`config.mk`:
```
export PLATFORM = sky130hd
export DESIGN_NAME = regfile_2r1w
export DESIGN_NICKNAME = d
export VERILOG_FILES = /design/src/rtl/regfile_2r1w.sv
export SDC_FILE = /design/constraint.sdc
export NUM_CORES = 1
export LEC_CHECK = 0
export BUFFER_PORTS_ARGS = -buffer_cell sky130_fd_sc_hd__buf_2
export CAP_MARGIN = 15
export CORE_ASPECT_RATIO = 1.75
export CORE_UTILIZATION = 45
export CTS_CLUSTER_SIZE = 20
export DETAILED_ROUTE_END_ITERATION = 8
export GPL_ROUTABILITY_DRIVEN = 0
export GPL_TIMING_DRIVEN = 0
export SYNTH_ARGS = -nofsm -noshare
export SYNTH_HDL_FRONTEND = slang
export SYNTH_SLANG_ARGS = --single-unit
```
`constraint.sdc`:
```
create_clock -name clk -period 5.6 [get_ports clk]
set_input_delay 0.84 -clock clk [delete_from_list [all_inputs] [get_ports clk]]
set_output_delay 0.84 -clock clk [all_outputs]
set_load 0.02 [all_outputs]
```
`src/rtl/regfile_2r1w.sv`:
```
// regfile_2r1w: parameterised register file with one write port and two
// registered read ports, plus a self-timed clear sweep that zeroes every
// register one entry per cycle (entered on reset or on clear_req_i).
//
// state    | meaning
// ---------+-------------------------------------------------------------
// ST_IDLE  | normal operation: writes accepted, reads served from storage
// ST_CLEAR | sweep running: register[cnt_q] zeroed each cycle, busy_o = 1,
//          | writes dropped, reads return zero
module regfile_2r1w #(
  parameter int XLEN     = 32,
  parameter int NREGS    = 16,
  parameter bit ZERO_REG = 1'b1,
  localparam int AW      = (NREGS > 1) ? $clog2(NREGS) : 1
) (
  input  logic            clk,
  input  logic            reset,
  input  logic            clear_req_i,
  output logic            busy_o,
  input  logic            we_i,
  input  logic [AW-1:0]   waddr_i,
  input  logic [XLEN-1:0] wdata_i,
  input  logic            re_a_i,
  input  logic [AW-1:0]   raddr_a_i,
  output logic [XLEN-1:0] rdata_a_o,
  input  logic            re_b_i,
  input  logic [AW-1:0]   raddr_b_i,
  output logic [XLEN-1:0] rdata_b_o
);

  // One extra bit so NREGS itself is representable when it is a power of two.
  localparam logic [AW:0]   NREGS_W  = (AW + 1)'(NREGS);
  localparam logic [AW-1:0] LAST_IDX = AW'(NREGS - 1);

  typedef enum logic {
    ST_IDLE  = 1'b0,
    ST_CLEAR = 1'b1
  } state_t;

  state_t          state_q, state_d;
  logic [AW-1:0]   cnt_q, cnt_d;
  logic [XLEN-1:0] mem_q [NREGS];
  logic [XLEN-1:0] rdata_a_q, rdata_a_d;
  logic [XLEN-1:0] rdata_b_q, rdata_b_d;
  logic            wr_en;
  logic            busy_q;

  // Address is backed by real storage (non-power-of-two NREGS leaves holes).
  function automatic logic addr_in_range(input logic [AW-1:0] addr);
    return ({1'b0, addr} < NREGS_W);
  endfunction

  // Address reads as constant zero and ignores writes.
  function automatic logic addr_is_zero_reg(input logic [AW-1:0] addr);
    return ZERO_REG && (addr == '0);
  endfunction

  assign busy_q = (state_q == ST_CLEAR);
  assign busy_o = busy_q;

  // A write lands only in IDLE, with no competing clear, to a writable address.
  always_comb begin
    wr_en = 1'b0;
    if (we_i && !busy_q && !clear_req_i &&
        addr_in_range(waddr_i) && !addr_is_zero_reg(waddr_i)) begin
      wr_en = 1'b1;
    end
  end

  // Read value for one port: zero while sweeping or for non-storage
  // addresses, the incoming write data when it targets the same address
  // this cycle (write-first), otherwise the stored value.
  function automatic logic [XLEN-1:0] read_mux(input logic [AW-1:0] addr);
    logic [XLEN-1:0] val;
    val = '0;
    if (busy_q) begin
      val = '0;
    end else if (!addr_in_range(addr) || addr_is_zero_reg(addr)) begin
      val = '0;
    end else if (wr_en && (waddr_i == addr)) begin
      val = wdata_i;
    end else begin
      val = mem_q[addr];
    end
    return val;
  endfunction

  // FSM next-state: IDLE enters CLEAR on request; CLEAR walks cnt to the last
  // register and returns to IDLE. Requests during CLEAR are ignored.
  always_comb begin
    state_d = state_q;
    cnt_d   = cnt_q;
    unique case (state_q)
      ST_IDLE: begin
        if (clear_req_i) begin
          state_d = ST_CLEAR;
          cnt_d   = '0;
        end
      end
      ST_CLEAR: begin
        if (cnt_q == LAST_IDX) begin
          state_d = ST_IDLE;
          cnt_d   = '0;
        end else begin
          cnt_d = cnt_q + AW'(1);
        end
      end
      default: begin
        state_d = ST_CLEAR;
        cnt_d   = '0;
      end
    endcase
  end

  // FSM state register; reset (re)starts the sweep from register 0.
  always_ff @(posedge clk) begin
    if (reset) begin
      state_q <= ST_CLEAR;
      cnt_q   <= '0;
    end else begin
      state_q <= state_d;
      cnt_q   <= cnt_d;
    end
  end

  // Storage update: sweep zeroing has the port to itself; otherwise a
  // qualified write. Storage itself is not reset, the sweep clears it.
  always_ff @(posedge clk) begin
    if (!reset) begin
      if (busy_q) begin
        mem_q[cnt_q] <= '0;
      end else if (wr_en) begin
        mem_q[waddr_i] <= wdata_i;
      end
    end
  end

  // Read-port next values: load on enable, hold otherwise.
  always_comb begin
    rdata_a_d = rdata_a_q;
    rdata_b_d = rdata_b_q;
    if (re_a_i) begin
      rdata_a_d = read_mux(raddr_a_i);
    end
    if (re_b_i) begin
      rdata_b_d = read_mux(raddr_b_i);
    end
  end

  // Read-port output registers.
  always_ff @(posedge clk) begin
    if (reset) begin
      rdata_a_q <= '0;
      rdata_b_q <= '0;
    end else begin
      rdata_a_q <= rdata_a_d;
      rdata_b_q <= rdata_b_d;
    end
  end

  assign rdata_a_o = rdata_a_q;
  assign rdata_b_o = rdata_b_q;

endmodule
```
==> flow_summary_export.csv, run 1 <==
group,metric,value,unit
timing,final_hold_viol_count,0,
die,rows,118,
routing,routedWlPerCell,33.0,µm
clock_network,holdBufCountCts,0,
clock_network,numCtsBuffers,53,
logic_synthesis,synth_cells,1727,
routing,dr.pass1.iters,5,
placement,pre_cts_ws,1270,ps
hold_path,hp-class,"register to register",
cells_and_area,final_nets,1998,
timing,grt_setup_unrepaired,"false",
logic_synthesis,syn-mean-instance-area,15.7,µm²
cells_and_area,drive_gt1_frac,0.271,
run,drv_cap,0,
logic_synthesis,yosysSeqAreaShare,0.618,
worst_setup_path,worstSetupStartpointType,"input port",
clock_network,postCtsSetupBuffers,0,
die,die_w,188,µm
pwr,p_per_area,288,nW/µm²
cells_and_area,layout_common_cells,"512 x edfxtp_1, 193 x mux2i_1, 161 x mux4_2, 149 x buf_2, 129 x nand2_1",
logic_synthesis,synth-edff-count,512,
clock_network,clock_sinks,581,
timing,finClkSkew,24.5,ps
clock_network,cts.path.max_buffers,3,
die,die_h,327,µm
timing,setup_slack,1840,ps
grt,grt_usage,0.300,
placement,io_buffer_count,108,
cells_and_area,post-route-util,0.523,
worst_setup_path,critPathRequiredTime,5910,ps
clock_network,clock-root-buffer,"clkbuf_16",
timing,finalCriticalPeriod,3760,ps
cells_and_area,design_area,31100,µm²
logic_synthesis,syn_area,27100,µm²
worst_setup_path,path_max_fanout,21,
routing,wirelength,91500,µm
placement,dp_hpwl,64800,µm
worst_setup_path,crit_type,"input port to register",
routing,drt_iter0_drc,1838,
clock_network,cts_resized,0,
timing,fmax,266,MHz
worst_setup_path,crit_path_end_kind,"register",
cells_and_area,final_common_cell,"edfxtp_1",
logic_synthesis,yosysWarnings,0,
clock_network,worst_skew_pair.late_latency,620,ps
pwr,leakagePower,11.4,nW
die,num_io_pins,115,
logic_synthesis,ys_ff_latch,581,
logic_synthesis,ys_types,54,
logic_synthesis,ys_dominant_reg_cell,"edfxtp_1",
grt,overflow,0,
grt,grt_pass1_wl,130000,µm
routing,routed_via_density,6.53,
worst_setup_path,reg2reg_slack,1860,ps
status,status,"finished, final reports clean",
routing,detail-route-antenna-nets,0,
cells_and_area,syn_to_final_growth,14.5,%
timing,min_period_over_period,0.671,
grt,grt_max_degree,22,
placement,place_area,29400,µm²
timing,finalSetupViolCount,0,
timing,worstMarginPinSlew,1290,ps
logic_synthesis,syn_nets,1778,
grt,grt_pass1_vias,18600,
die,die_area,61300,µm²
die,core,59400,µm²
logic_synthesis,async_flop_share,0,
clock_network,tritoncts,"yes",
routing,vias,18100,
grt,antenna_found_initial,1,
routing,drcViolationCount,0,
die,start_util,0.457,
timing,slew_headroom,0.141,
pwr,ir_worst_vdd,0.000277,V
pwr,power,8.93,mW
clock_network,htreeDepth,2,
timing,drv_slew,0,
worst_setup_path,cp.arrival,4070,ps
clock_network,path_clk_slew,60,ps
report_power, final:
group	switching [mW]	total, mW	internal (mW)
Combinational	0.413	0.656	0.242
Clock	1.62	3.58	1.96
Sequential	0.0164	4.70	4.68
Total	2.05	8.93	6.89
path summary, 6_finish.rpt:
path	from	to	cells past startpoint
worst max-delay path	clear_req_i	mem_q[8][9]$_DFFE_PP_	6
worst min-delay path	rdata_b_o[18]$_SDFFE_PP0P_	rdata_b_o[18]$_SDFFE_PP0P_	2
worst max register to register	busy_o$_SDFF_PP1_	mem_q[8][9]$_DFFE_PP_	5
worst min register to register	rdata_b_o[18]$_SDFFE_PP0P_	rdata_b_o[18]$_SDFFE_PP0P_	2
synth_stat cells, types with 5 or more instances:
cell / n / area [µm²]
a21oi_1: 9 / 45.0
a22oi_1: 32 / 240
nand4_1: 32 / 200
and2_1: 33 / 206
o21ai_1: 29 / 145
mux4_2: 161 / 3630
a211oi_1: 32 / 240
nor3_1: 12 / 60.1
mux2i_1: 193 / 1930
nand2b_1: 64 / 400
nand2_1: 129 / 484
and3_1: 37 / 231
xnor2_1: 6 / 52.6
o31ai_1: 35 / 263
buf_4: 9 / 67.6
edfxtp_1: 512 / 15400
clkbuf_1: 74 / 278
o22ai_1: 65 / 407
buf_1: 5 / 18.8
buf_2: 41 / 205
dfxtp_1: 69 / 1380
nor2_1: 43 / 161
a211oi_2: 28 / 350
and4_4: 28 / 315
buf_6: 7 / 78.8
sequential cells by signal, summed over array words and instances, names as in the netlist:
register / flops
busy_o: 1
cnt_q: 4
mem_q: 512
rdata_a_o: 32
rdata_b_o: 32
through the flow:
step	hold slack (ps)	TNS, ps	cells
floorplan	514	0	1727
detailed placement	435	0	2670
global route	471	0	2769
global placement	432	-1021340	2615
CTS	449	0	2767
finish	449	0	2770
worst max-delay path, cell delays in order:
cell,delay (ps)
buf_2,130
or3b_4,410
nor3_4,580
mux2i_1,820
and3_2,970
buf_12,270
layout make-up:
class	instances	area, µm²
antenna	1	2.50
inverter	2	7.51
timing repair buffer	165	1240
tap	780	976
clock buffer	72	1420
multi-input combinational	1007	9770
fill	5051	28300
clock inverter	25	233
buffer	137	656
sequential	581	16800
cells by family (layout without fill, tap and decap cells):
kind of cell             after synthesis  after routing  synth area share
flip-flops                           581            581             0.618
multiplexers                         357            357             0.206
other                                  0              1                 0
AND/OR/NAND/NOR                      402            402            0.0838
buffers and inverters                139            401            0.0244
adder cells (fa/ha/maj)                1              1          0.000461
AO/OA/AOI/OAI                        239            239            0.0648
XOR/XNOR                               8              8           0.00258
routing by layer:
| layer | share of wire | up-vias | GRT usage |
|---|---|---|---|
| met3 | 0.073 | 298 | 0.0481 |
| met1 | 0.36 | 9359 | 0.360 |
| met4 | 0.066 | 0 | 0.175 |
| li1 | - | 7405 | - |
| met5 | 0 | - | 0 |
| met2 | 0.50 | 1030 | 0.510 |
No activity file was read; power rests on OpenSTA's default activity.
==> inputs of run 2 (changes only) <==
==> constraint.sdc (replaced) <==
create_clock -name clk -period 3.6 [get_ports clk]
set_input_delay 0.54 -clock clk [delete_from_list [all_inputs] [get_ports clk]]
set_output_delay 0.54 -clock clk [all_outputs]
set_load 0.02 [all_outputs]
==> run 2 against run 1 <==
  * The flow now finishes with violations (setup timing)
  * Via count is 0.59% higher
  * Core utilization is 0.60 points higher
  * Sequential cell count stayed put
  * Critical path depth is 1 lower
  * Clock skew is 3.7 ps lower
  * Power is 62% higher
  * Global-route usage is 0.51 points higher
  * Sequential power is 56% higher
  * Non-clock buffer count is 8 lower
  * Critical endpoint is now mem_q[8][26]$_DFFE_PP_
  * Largest cell class unchanged
  * Highest routed layer is now met5
==> flow_summary_export.csv, run 2 (same netlist as run 1, synthesis figures left out) <==
group,metric,value,unit
placement,place_inst,2663,
clock_network,clock-root-buffer,"clkbuf_16",
worst_setup_path,worstSetupStartpointType,"register",
grt,grt_pass1_wl,132000,µm
die,core,59400,µm²
pwr,switching_share,0.229,
routing,dr.pass1.iters,5,
cells_and_area,top_register,"mem_q",
worst_setup_path,path_max_fanout,21,
pwr,pwr-share-seq,0.506,
pwr,clkPwrFrac,0.422,
worst_setup_path,crit_path_end_kind,"register",
placement,pre_cts_ws,-436,ps
worst_setup_path,slowest_delay,960,ps
routing,drt-met1-wl,33200,µm
placement,place_area,29500,µm²
worst_setup_path,crit_type,"register to register",
grt,grt_pass1_vias,18700,
cells_and_area,design_area,31400,µm²
die,die_w,188,µm
cells_and_area,syn_to_final_growth,15.8,%
clock_network,cts.path.max_buffers,3,
pwr,combPwrFrac,0.072,
worst_setup_path,crit_path_cell_trace,"or3b_4 -> nor3_4 -> mux2i_1 -> and3_2 -> buf_12",
timing,fmax,269,MHz
routing,wl_met2,46800,µm
cells_and_area,drive_gt1_frac,0.275,
pwr,ir_worst_vdd,0.000358,V
cells_and_area,final_common_cell,"edfxtp_1",
routing,routedWlPerCell,33.7,µm
die,die_h,327,µm
run,drv_cap,0,
grt,antenna_found_initial,1,
timing,drv_slew,0,
timing,slew_headroom,0.185,
die,die_area,61300,µm²
routing,vias,18200,
worst_setup_path,path_delay_family,"simple AND/OR/NAND/NOR gates",
timing,final_hold_viol_count,0,
routing,detail-route-antenna-nets,0,
pwr,power,14.4,mW
pwr,leakagePower,11.6,nW
status,status,"finished, violations left",
cells_and_area,layout_common_cells,"512 x edfxtp_1, 192 x mux2i_1, 161 x mux4_2, 149 x buf_2, 129 x nand2_1",
cells_and_area,stdcell_count,2767,
cells_and_area,largest_reg_flops,512,
timing,min_period_over_period,1.03,
worst_setup_path,cp.arrival,4010,ps
clock_network,worst_skew_pair.late_latency,620,ps
die,start_util,0.457,
timing,finalSetupViolCount,52,
timing,fin_setup_tns,-4430,ps
routing,wl_met3,7330,µm
routing,drcViolationCount,0,
timing,grt_setup_unrepaired,"true",
status,violations,"setup timing",
cells_and_area,final_nets,1991,
placement,io_buffer_count,108,
routing,routed_via_density,6.58,
clock_network,htreeDepth,2,
timing,finalCriticalPeriod,3720,ps
pwr,p_per_area,460,nW/µm²
routing,drt_iter0_drc,1916,
worst_setup_path,worst-path-buf-inv,1,
timing,setup_slack,-120,ps
routing,routed.top_layer,"met5",
clock_network,tritoncts,"yes",
worst_setup_path,critPathRequiredTime,3890,ps
die,num_io_pins,115,
pwr,p_int,11.1,mW
worst_setup_path,crit_path_top_delay_cell,"mux2i_1",
die,rows,118,
clock_network,numCtsBuffers,54,
grt,grt_usage,0.305,
timing,worstMarginPinSlew,1220,ps
timing,finClkSkew,20.7,ps
grt,grt_max_degree,22,
clock_network,path_clk_slew,70,ps
pwr,p_switching,3.31,mW
clock_network,clock_sinks,581,
grt,overflow,0,
hold_path,hp-class,"input port to register",
placement,dp_hpwl,64400,µm
routing,wirelength,93200,µm
-- run 2: cell types whose count changed in the layout (fill, tap and decap cells not counted), moves of 6 or more --
| cell | delta |
|---|---|
| nor3_2 | -6 |
| clkbuf_1 | -7 |
| nor3_4 | +6 |
| clkinv_2 | +7 |
| buf_8 | +6 |
| buf_16 | +11 |
| buf_6 | -28 |
-- run 2: tightest hold or removal path: stages --
cell     delay, ps
buf_2          110
nor2_1         100
o31ai_1         70
-- run 2: worst paths after layout --
kind,from,end,slack [ps],depth (start not counted)
max,busy_o$_SDFF_PP1_,mem_q[8][26]$_DFFE_PP_,-120,5
min,wdata_i[6],rdata_b_o[6]$_SDFFE_PP0P_,250,3
max reg2reg,busy_o$_SDFF_PP1_,mem_q[8][26]$_DFFE_PP_,-120,5
min reg2reg,rdata_b_o[0]$_SDFFE_PP0P_,rdata_b_o[0]$_SDFFE_PP0P_,450,2
-- run 2: power by group through the flow --
stage	clock (mW)	combinational [mW]	sequential, mW
3_5_place_dp	0	1.02	7.46
6_report	6.10	1.04	7.31
4_1_cts	6.11	1.03	7.31
5_1_grt	6.35	1.06	7.31
2_1_floorplan	0	0.595	7.45
3_3_place_gp	0	0.972	7.47
-- run 2: per-stage QoR --
step,hold WS [ps],util
floorplan,514,-
global placement,433,0.483
detailed placement,438,0.498
CTS,220,0.529
global route,239,0.529
finish,246,0.529
-- run 2: routing by layer --
metal | vias to the layer above | global-route usage
met5 | - | 0
met4 | 2 | 0.181
met3 | 285 | 0.0502
met2 | 1038 | 0.519
met1 | 9474 | 0.364
li1 | 7399 | -
-- run 2: repair_timing --
item                                    4_1_cts  5_1_grt
cloned                                        0        0
endpoints found under the setup margin       72      104
hold buffers                                  0        0
buffers inserted                              0        1
pin swaps                                     0        1
resized for setup                             1        0
-- run 2: cell type report --
class / instances / area, µm²
Fill cell: 4925 / 27900
Sequential cell: 581 / 16800
Multi-Input combinational cell: 1007 / 9810
Clock buffer: 70 / 1470
Timing Repair Buffer: 157 / 1350
Tap cell: 780 / 976
Buffer: 137 / 656
Clock inverter: 32 / 380
Inverter: 2 / 7.51
Antenna cell: 1 / 2.50
